[src/rtl/led_pkg.sv]
// rtl/led_pkg.sv - LED bus codes, phase/error enums and the LED code decoder
// Shared by the LED sequence monitor and its dwell timer.
package led_pkg;

  // Active-low LED codes as driven by the light controller.
  localparam logic [2:0] LED_RED   = 3'b110;
  localparam logic [2:0] LED_BLUE  = 3'b011;
  localparam logic [2:0] LED_GREEN = 3'b101;

  typedef enum logic [1:0] {
    PH_RED     = 2'd0,
    PH_BLUE    = 2'd1,
    PH_GREEN   = 2'd2,
    PH_INVALID = 2'd3
  } phase_t;

  typedef enum logic [1:0] {
    ERR_NONE = 2'd0,
    ERR_SEQ  = 2'd1,
    ERR_TIME = 2'd2,
    ERR_CODE = 2'd3
  } err_t;

  // Any code other than the three legal ones (including all-off or
  // several colours lit at once) decodes to PH_INVALID.
  function automatic phase_t decode_led(input logic [2:0] code);
    phase_t ph;
    case (code)
      LED_RED:   ph = PH_RED;
      LED_BLUE:  ph = PH_BLUE;
      LED_GREEN: ph = PH_GREEN;
      default:   ph = PH_INVALID;
    endcase
    return ph;
  endfunction

endpackage

[src/rtl/led_sequence_monitor_dwell_timer.sv]
// rtl/led_sequence_monitor_dwell_timer.sv - saturating dwell counter with window and limit compares
// Ports:
//   clk, rst_n  clock, asynchronous active-low reset
//   change      a phase change is seen this cycle; the counter reloads to 1
//   dwell       cycles spent in the current phase (saturates at all-ones)
//   in_window   dwell within [PHASE_CYCLES-TOL, PHASE_CYCLES+TOL]
//   over_limit  dwell at or beyond PHASE_CYCLES+TOL+1
module dwell_timer #(
  parameter int PHASE_CYCLES = 30_000_000,
  parameter int TOL          = 16,
  parameter int CNT_W        = 32
) (
  input  logic             clk,
  input  logic             rst_n,
  input  logic             change,
  output logic [CNT_W-1:0] dwell,
  output logic             in_window,
  output logic             over_limit
);

  localparam logic [CNT_W-1:0] WIN_LO = CNT_W'(PHASE_CYCLES - TOL);
  localparam logic [CNT_W-1:0] WIN_HI = CNT_W'(PHASE_CYCLES + TOL);
  localparam logic [CNT_W-1:0] LIMIT  = CNT_W'(PHASE_CYCLES + TOL + 1);
  localparam logic [CNT_W-1:0] SAT    = '1;
  localparam logic [CNT_W-1:0] ONE    = CNT_W'(1);

  // On a change the value seen this cycle is the length of the phase just
  // left; the new phase has then been present for one cycle, hence load 1.
  always_ff @(posedge clk or negedge rst_n) begin
    if (!rst_n) begin
      dwell <= '0;
    end else if (change) begin
      dwell <= ONE;
    end else if (dwell != SAT) begin
      dwell <= dwell + ONE;
    end
  end

  assign in_window  = (dwell >= WIN_LO) && (dwell <= WIN_HI);
  assign over_limit = (dwell >= LIMIT);

endmodule

[src/rtl/led_sequence_monitor.sv]
// rtl/led_sequence_monitor.sv - checks LED bus phase order and dwell time, reports errors
// Ports:
//   clk         system clock
//   button_0    asynchronous active-low reset
//   led         active-low LED code under test
//   phase       decoded phase of the registered LED code (1-cycle latency)
//   err_pulse   one-cycle pulse per detected error
//   err_code    cause of the latest error, held until the next one
//   err_sticky  set on the first error, cleared only by reset
//   err_count   number of errors, saturating at 255
module led_sequence_monitor
  import led_pkg::*;
#(
  parameter int PHASE_CYCLES = 30_000_000,
  parameter int TOL          = 16,
  parameter int CNT_W        = 32
) (
  input  logic       clk,
  input  logic       button_0,
  input  logic [2:0] led,
  output logic [1:0] phase,
  output logic       err_pulse,
  output logic [1:0] err_code,
  output logic       err_sticky,
  output logic [7:0] err_count
);

  logic [2:0]       led_q;
  phase_t           cur_phase;
  phase_t           prev_phase, prev_phase_next;
  logic             came_from_green, came_from_green_next;
  logic             timeout_armed, timeout_armed_next;
  logic [1:0]       boot_q;
  err_t             err_q, err_next;
  logic             change;
  logic             in_window, over_limit;
  logic [CNT_W-1:0] dwell;
  logic             stuck_fire, timed_change;

  dwell_timer #(
    .PHASE_CYCLES(PHASE_CYCLES),
    .TOL         (TOL),
    .CNT_W       (CNT_W)
  ) u_dwell (
    .clk       (clk),
    .rst_n     (button_0),
    .change    (change),
    .dwell     (dwell),
    .in_window (in_window),
    .over_limit(over_limit)
  );

  assign cur_phase = decode_led(led_q);
  assign phase     = cur_phase;
  assign change    = (cur_phase != prev_phase);
  assign err_code  = err_q;

  always_ff @(posedge clk or negedge button_0) begin
    if (!button_0) begin
      led_q           <= LED_RED;
      prev_phase      <= PH_RED;
      came_from_green <= 1'b0;
      timeout_armed   <= 1'b1;
      boot_q          <= 2'b00;
      err_pulse       <= 1'b0;
      err_q           <= ERR_NONE;
      err_sticky      <= 1'b0;
      err_count       <= 8'd0;
    end else begin
      led_q           <= led;
      prev_phase      <= prev_phase_next;
      came_from_green <= came_from_green_next;
      timeout_armed   <= timeout_armed_next;
      boot_q          <= {boot_q[0], 1'b1};
      err_pulse       <= (err_next != ERR_NONE);
      if (err_next != ERR_NONE) begin
        err_q      <= err_next;
        err_sticky <= 1'b1;
        if (err_count != 8'hFF) begin
          err_count <= err_count + 8'd1;
        end
      end
    end
  end

  always_comb begin
    prev_phase_next      = prev_phase;
    came_from_green_next = came_from_green;
    timeout_armed_next   = timeout_armed;
    err_next             = ERR_NONE;

    // Stuck check looks at the phase we have been sitting in, so it can
    // coincide with a change on the same cycle; priority sorts that out.
    stuck_fire = ((prev_phase == PH_BLUE) || (prev_phase == PH_GREEN)) &&
                 timeout_armed && over_limit;

    // Only full-length phases of a running cycle are timed; a RED reached
    // any other way than from GREEN is a stop and may last arbitrarily.
    timed_change = change &&
                   (((prev_phase == PH_BLUE) && (cur_phase == PH_GREEN)) ||
                    ((prev_phase == PH_RED) && (cur_phase == PH_BLUE) && came_from_green));

    if (change && (cur_phase == PH_INVALID)) begin
      err_next = ERR_CODE;
    end else if (change && (prev_phase == PH_GREEN) && (cur_phase == PH_BLUE)) begin
      err_next = ERR_SEQ;
    end else if ((timed_change && !in_window) || stuck_fire) begin
      err_next = ERR_TIME;
    end

    // led_q holds the reset default until the first real sample lands, and
    // that sample is compared against a history that never existed.
    if (!boot_q[1]) begin
      err_next = ERR_NONE;
    end

    if (change) begin
      prev_phase_next      = cur_phase;
      came_from_green_next = (cur_phase == PH_RED) && (prev_phase == PH_GREEN);
      timeout_armed_next   = 1'b1;
    end else if (stuck_fire) begin
      timeout_armed_next = 1'b0;
    end
  end

endmodule

[config.mk]
export PLATFORM = sky130hd
export DESIGN_NAME = led_sequence_monitor
export DESIGN_NICKNAME = d
export VERILOG_FILES = /design/src/rtl/led_pkg.sv /design/src/rtl/led_sequence_monitor_dwell_timer.sv /design/src/rtl/led_sequence_monitor.sv
export SDC_FILE = /design/constraint.sdc
export NUM_CORES = 1
export LEC_CHECK = 0
export CAP_MARGIN = 20
export CORE_UTILIZATION = 36
export CTS_BUF_LIST = sky130_fd_sc_hd__clkbuf_2 sky130_fd_sc_hd__clkbuf_4 sky130_fd_sc_hd__clkbuf_8
export DETAILED_ROUTE_END_ITERATION = 6
export HOLD_SLACK_MARGIN = 0.15
export PLACE_DENSITY = 0.5
export SLEW_MARGIN = 10
export SYNTH_ARGS = -nofsm -noshare
export SYNTH_HDL_FRONTEND = slang
export SYNTH_HIERARCHICAL = 1
export SYNTH_SLANG_ARGS = --single-unit
[constraint.sdc]
create_clock -name clk -period 3.65 [get_ports clk]
set_input_delay 0.73 -clock clk [delete_from_list [all_inputs] [get_ports clk]]
set_output_delay 0.73 -clock clk [all_outputs]
set_load 0.005 [all_outputs]
# Word-level counts from Yosys, hierarchy flattened
# Cells that the tools add are included.
# W data, S select, Z words.
dict set report totals {
  register_bits 53
  latchBits 0
  ram_bits 0
  romBits 0
  input_bits 5
  output_inout_bits 14
  elab_cells 57
  memories 0
}
dict set report op_classes {
  n_addsub 2
  multipliers 0
  n_div 0
  n_lt_le_gt_ge 3
  n_eq_ne 11
  n_shift 0
  mux 9
  n_bitwise 0
  n_reduce_logical 22
}
# op count
set ops {}
lappend ops {{$ge A32 B25 Y1 const B} 2}
lappend ops {{$mux W32} 2}
lappend ops {{$add A32 B1 Y32 const B} 1}
lappend ops {{$le A32 B25 Y1 const B} 1}
lappend ops {{$ne A32 B32 Y1 const B} 1}
lappend ops {{$logic_and A1 B1 Y1} 12}
lappend ops {{$add A8 B1 Y8 const B} 1}
lappend ops {{$mux W2} 4}
lappend ops {{$ne A8 B8 Y1 const B} 1}
lappend ops {{$eq A2 B2 Y1 const B} 3}
lappend ops {{$eq A3 B3 Y1 const B} 2}
lappend ops {{$pmux W2 S3} 1}
lappend ops {{$reduce_bool A2 Y1} 3}
lappend ops {{$eq A2 B1 Y1 const B} 2}
lappend ops {{$logic_not A2 Y1} 2}
lappend ops {{$eq A3 B2 Y1 const B} 1}
lappend ops {{$logic_or A1 B1 Y1} 3}
lappend ops {{$mux W1} 2}
lappend ops {{$ne A2 B2 Y1} 1}
lappend ops {{$reduce_and A2 Y1} 1}
lappend ops {{$logic_not A1 Y1} 1}

# Logic depth before layout (Yosys ltp)
dict set report depth {
  ltp_word 15
  mapped_depth 12
}

# Modules after synthesis
# Netlist, hierarchy kept.
# mod n_inst cells_per_inst area_per_inst_um2 seq_area_each_um2
set by_module_without_submodules {}
lappend by_module_without_submodules {dwell_timer 1 232 2060.7 800.8}
lappend by_module_without_submodules {led_sequence_monitor 1 104 1137.3 529.3}

# Worst setup path after synthesis
# OpenSTA, ideal clock, no wires.
dict set report synth_path {
  kind {register -> register}
  from {reg u_dwell.dwell[13]}
  to {reg err_count[2]}
  setup_time_ps 128
  arrival_ps 2192
  slack_ps 1331
  path_stages_with_launch 10
  path_buffers 0
  cell_sequence {dfrtp_1 or4_1 nor4_1 o21ai_0 a21oi_1 nand2b_1 a21oi_1 o211ai_4 a21oi_1 mux2_1}
}
dict set report synth_via {
  elab_chain_len 11
  elab_cells_between_ends 14
  classes_between {3 x order compare; 4 x mux; 7 x reduce/logical}
}
# item line_no
set synth_lines {}
lappend synth_lines {{start: declaration} led_sequence_monitor_dwell_timer.sv:16} ;# output logic [CNT_W-1:0] dwell,
lappend synth_lines {{start signal: assignment} led_sequence_monitor_dwell_timer.sv:35} ;# dwell <= dwell + ONE;
lappend synth_lines {{$ge A32 B25 Y1 or $le A32 B25 Y1 (tied branches)} led_sequence_monitor_dwell_timer.sv:39} ;# assign in_window = (dwell >= WIN_LO) && (dwell <= WIN_HI);
lappend synth_lines {{$logic_and A1 B1 Y1 (*)} led_sequence_monitor_dwell_timer.sv:39}
lappend synth_lines {{net in_window} led_sequence_monitor.sv:36} ;# logic in_window, over_limit;
lappend synth_lines {{$logic_not A1 Y1 (*)} led_sequence_monitor.sv:107} ;# end else if ((timed_change && !in_window) || stuck_fire) begin
lappend synth_lines {{$logic_and A1 B1 Y1 (*)} led_sequence_monitor.sv:107}
lappend synth_lines {{$logic_or A1 B1 Y1 (*)} led_sequence_monitor.sv:107}
lappend synth_lines {{$mux W2 (*)} led_sequence_monitor.sv:107}
lappend synth_lines {{$mux W2 (*)} led_sequence_monitor.sv:105} ;# end else if (change && (prev_phase == PH_GREEN) && (cur_phase == PH_BLUE)) begin
lappend synth_lines {{$mux W2 (*)} led_sequence_monitor.sv:103} ;# if (change && (cur_phase == PH_INVALID)) begin
lappend synth_lines {{$mux W2 (*)} led_sequence_monitor.sv:113} ;# if (!boot_q[1]) begin
lappend synth_lines {{$reduce_bool A2 Y1 (*)} led_sequence_monitor.sv:76} ;# if (err_next != ERR_NONE) begin
lappend synth_lines {{$reduce_and A2 Y1 (no source line) (*)} --}
lappend synth_lines {{end signal: assignment} led_sequence_monitor.sv:80} ;# err_count <= err_count + 8'd1;
lappend synth_lines {{end: declaration} led_sequence_monitor.sv:25} ;# output logic [7:0] err_count
# Mark *: on every way through the listed nets, which the timed path passes. The rest lies on a longest branch.
# A chain may end at the register's enable or synchronous reset.

# Worst setup path after layout
dict set report layout_path {
  from {reg u_dwell.dwell[12]}
  to {reg err_count[6]}
}
# The elaborated chain is that of the path after synthesis.

==> results.py <==
metrics = {
    "layout": {
        "layout.cells.most_common": "dfrtp_1",
        "fillers": 884,
        "syn_to_final_growth_pct": 9.937,
        "nets": 358,
        "mostFrequentLayoutCells": "dfrtp_1, nand2_1, a21oi_1",
        "final_core_utilization_pct": 40.51,
        "drive_gt1_share_pct": 10.37,
        "diodes": 0,
        "final_cell_count_no_fill": 455,
    },
    "timing": {
        "rsz0062_at_grt": "no",
        "drv_slew": 0,
        "timing.fmax_mhz": 368.8,
        "fin_crit_ns": 2.711,
        "fin_crit_sh_pct": 74.29,
        "hold_violations": 0,
        "setup_viol": 0,
        "relSlewSlack_pct": 37.62,
        "setup-tns-final_ns": 0,
        "tightest_slew_ns": 0.9331,
        "final.setup_skew_ns": 0.008272,
    },
    "route": {
        "antenna_left": 0,
        "wirelength_um": 7002,
        "drc": 0,
        "drt_iter0_markers": 87,
        "drt-pass1-iter-count": 4,
        "viasPerCell": 5.582,
        "vias": 2540,
        "wl_per_cell_um": 15.39,
    },
    "global_route": {
        "grt_use_total_pct": 16.31,
        "grt_pass1_wl_um": 11790,
        "globalRouteOverflowTotal": 0,
        "grt_pass1_vias": 2410,
        "antenna_found_initial": 0,
        "grt_max_degree": 29,
    },
    "worst_setup_path": {
        "startpoint_type": "flip-flop",
        "timing.rr.start": "u_dwell/dwell[12]$_DFFE_PN0P_",
        "worstSetupEndpointType": "flip-flop",
        "arrival_ns": 2.92,
        "critPathMaxFanout": 8,
        "required_ns": 3.86,
        "critPathKind": "reg -> reg",
        "startpoint": "u_dwell/dwell[12]$_DFFE_PN0P_",
    },
    "yosys": {
        "synth_edf_count": 0,
        "syn_nets": 348,
        "yosysWarnings": 6,
        "netlist_instances": 336,
        "avgSynthCellArea_um2": 9.518,
        "yosys_most_used_dff": "dfrtp_1",
        "netlist_area_um2": 3198,
        "synthArstFlopShare_pct": 100.0,
        "synth.distinct_cells": 59,
        "ys_seq_area_share_pct": 41.59,
        "ys_ff_latch": 53,
    },
    "die": {
        "num_rows": 34,
        "fp.dieW_um": 96.25,
        "die_h_um": 96.25,
        "core_area_um2": 8678,
        "die-area_um2": 9264,
        "initial_utilization_pct": 36.85,
        "io_pins": 19,
    },
    "place": {
        "gp_congestion": 0.7657,
        "io_buffer_count": 18,
        "hpwl_um": 4918,
        "place_inst": 447,
    },
    "run_status": {
        "status": "finished clean",
    },
    "clock_network": {
        "cts_sinks": 53,
        "root_buffer": "clkbuf_8",
        "clockBufferDepth": 2,
        "htreeDepth": 2,
        "cts_tree": "yes",
        "numCtsBuffers": 5,
        "hold_buffers": 0,
        "ctsResizeCount": 0,
        "cts_setup_buffers": 0,
        "clk_latency_ns": 0.31,
        "clkTransAtPathRegs_ns": 0.11,
    },
    "power_and_ir_drop": {
        "ir_drop_v": 0.0001680,
        "powerDensity_nw_per_um2": 377.6,
        "leakage_nw": 1.326,
    },
    "hold_path": {
        "min_from": "boot_q[0]$_DFF_PN0_",
        "hp-class": "reg -> reg",
    },
    "flow_run": {
        "max_cap_viol_count": 0,
    },
}
layer usage:
layer | wire length [um] | part of all wire (%) | vias up | track usage (%)
met2 | 3324 | 47 | 23 | 27.72
met3 | 121 | 1.7 | 7 | 2.133
met1 | 3482 | 50 | 1230 | 21.77
met4 | 73 | 1.0 | 0 | 4.104
met5 | 0 | 0 | - | 0
li1 | - | - | 1280 | -
cells in the mapped netlist (all sizes together), types with 2 or more instances:
master   number  share of area [%]
buf          13                2.9
nor4          8                2.2
nor3          5               0.78
a2111oi       2               0.94
or3          10                2.0
ha            7                2.7
a21oi        34                5.7
nand2        31                3.6
a211oi        2               0.47
xor2          7                1.9
nand3b        2               0.47
and3          4               0.78
a21boi        2               0.47
o21ai        17                2.7
nand2b        3               0.59
o211ai        2                1.1
o31ai        15                4.4
dfrtp        50                 39
nor2b         4               0.78
o21bai        3               0.70
or4          16                4.0
nand3        15                2.5
nor2         10                1.2
o21ba         3               0.94
nand4        13                2.5
nand4b        2               0.55
mux2          6                2.1
and4          5                1.4
clkbuf        6               0.70
dfstp         3                2.5
inv          13                1.5
and2          4               0.78
nor4b         2               0.55
or2           3               0.59
nor3b         2               0.47
through the flow:
| stage | hold slack, ns | cell area [um^2] | worst slack (ns) | power, mW |
|---|---|---|---|---|
| floorplan | 0.3312 | 3198 | 1.331 | 0.8516 |
| global placement | 0.3407 | 3422 | 0.9792 | 0.9841 |
| detailed placement | 0.3464 | 3422 | 0.9294 | 0.9860 |
| CTS | 0.3740 | 3516 | 0.9192 | 1.354 |
| global route | 0.3787 | 3516 | 0.7139 | 1.417 |
| finish | 0.3683 | 3516 | 0.9386 | 1.328 |
state kept, by name, summed over array words and instances (netlist names):
name             flops
u_dwell/dwell       32
err_sticky           1
came_from_green      1
boot_q               2
err_pulse            1
err_count            8
led_q                3
err_code             2
timeout_armed        1
prev_phase           2
final cells by class:
| class | count | area, um^2 | area share, % |
|---|---|---|---|
| Tap cell | 108 | 135.1 | 3.843 |
| Multi-Input combinational cell | 251 | 1703 | 48.43 |
| Clock inverter | 3 | 25.02 | 0.7117 |
| Clock buffer | 5 | 68.82 | 1.957 |
| Sequential cell | 53 | 1330 | 37.83 |
| Timing Repair Buffer | 22 | 205.2 | 5.836 |
| Inverter | 13 | 48.80 | 1.388 |
where the power goes:
group,internal [mW],switching [mW],total [mW]
registers,0.637,0.0651,0.702
logic,0.136,0.132,0.268
clock network,0.139,0.219,0.358
critical path, stage by stage (launching register included):
cell      delay, ns
dfrtp_1        0.44
or4_1          0.58
nor4_1         0.32
o21ai_0        0.13
a21oi_1        0.15
nand2b_1       0.12
a21oi_1        0.07
o211ai_4       0.32
a21oi_1        0.14
mux2_1         0.32
worst paths after layout:
| path | end | slack (ns) | cells after the start |
|---|---|---|---|
| max in group asynchronous | timeout_armed$_DFFE_PN1P_ | 2.42 | 2 |
| min in group asynchronous | prev_phase[1]$_DFFE_PN0N_ | 0.40 | 1 |
| min | boot_q[1]$_DFF_PN0_ | 0.37 | 0 |
| min reg2reg | boot_q[1]$_DFF_PN0_ | 0.37 | 0 |
| max reg2reg | err_count[6]$_DFFE_PN0P_ | 0.94 | 9 |
| max | err_count[6]$_DFFE_PN0P_ | 0.94 | 9 |
cell families (layout without fill, tap and decap cells):
kind of cell	after synthesis	after routing	synth area share (%)
mux	6	6	2.113
simple gates	141	141	26.53
xor+xnor	8	8	2.191
other cells	1	1	0.1173
compound gates	88	88	19.56
fa+ha+maj	7	7	2.739
buf+inv	32	43	5.164
flops	53	53	41.59
(Power assumes the default switching activity.)
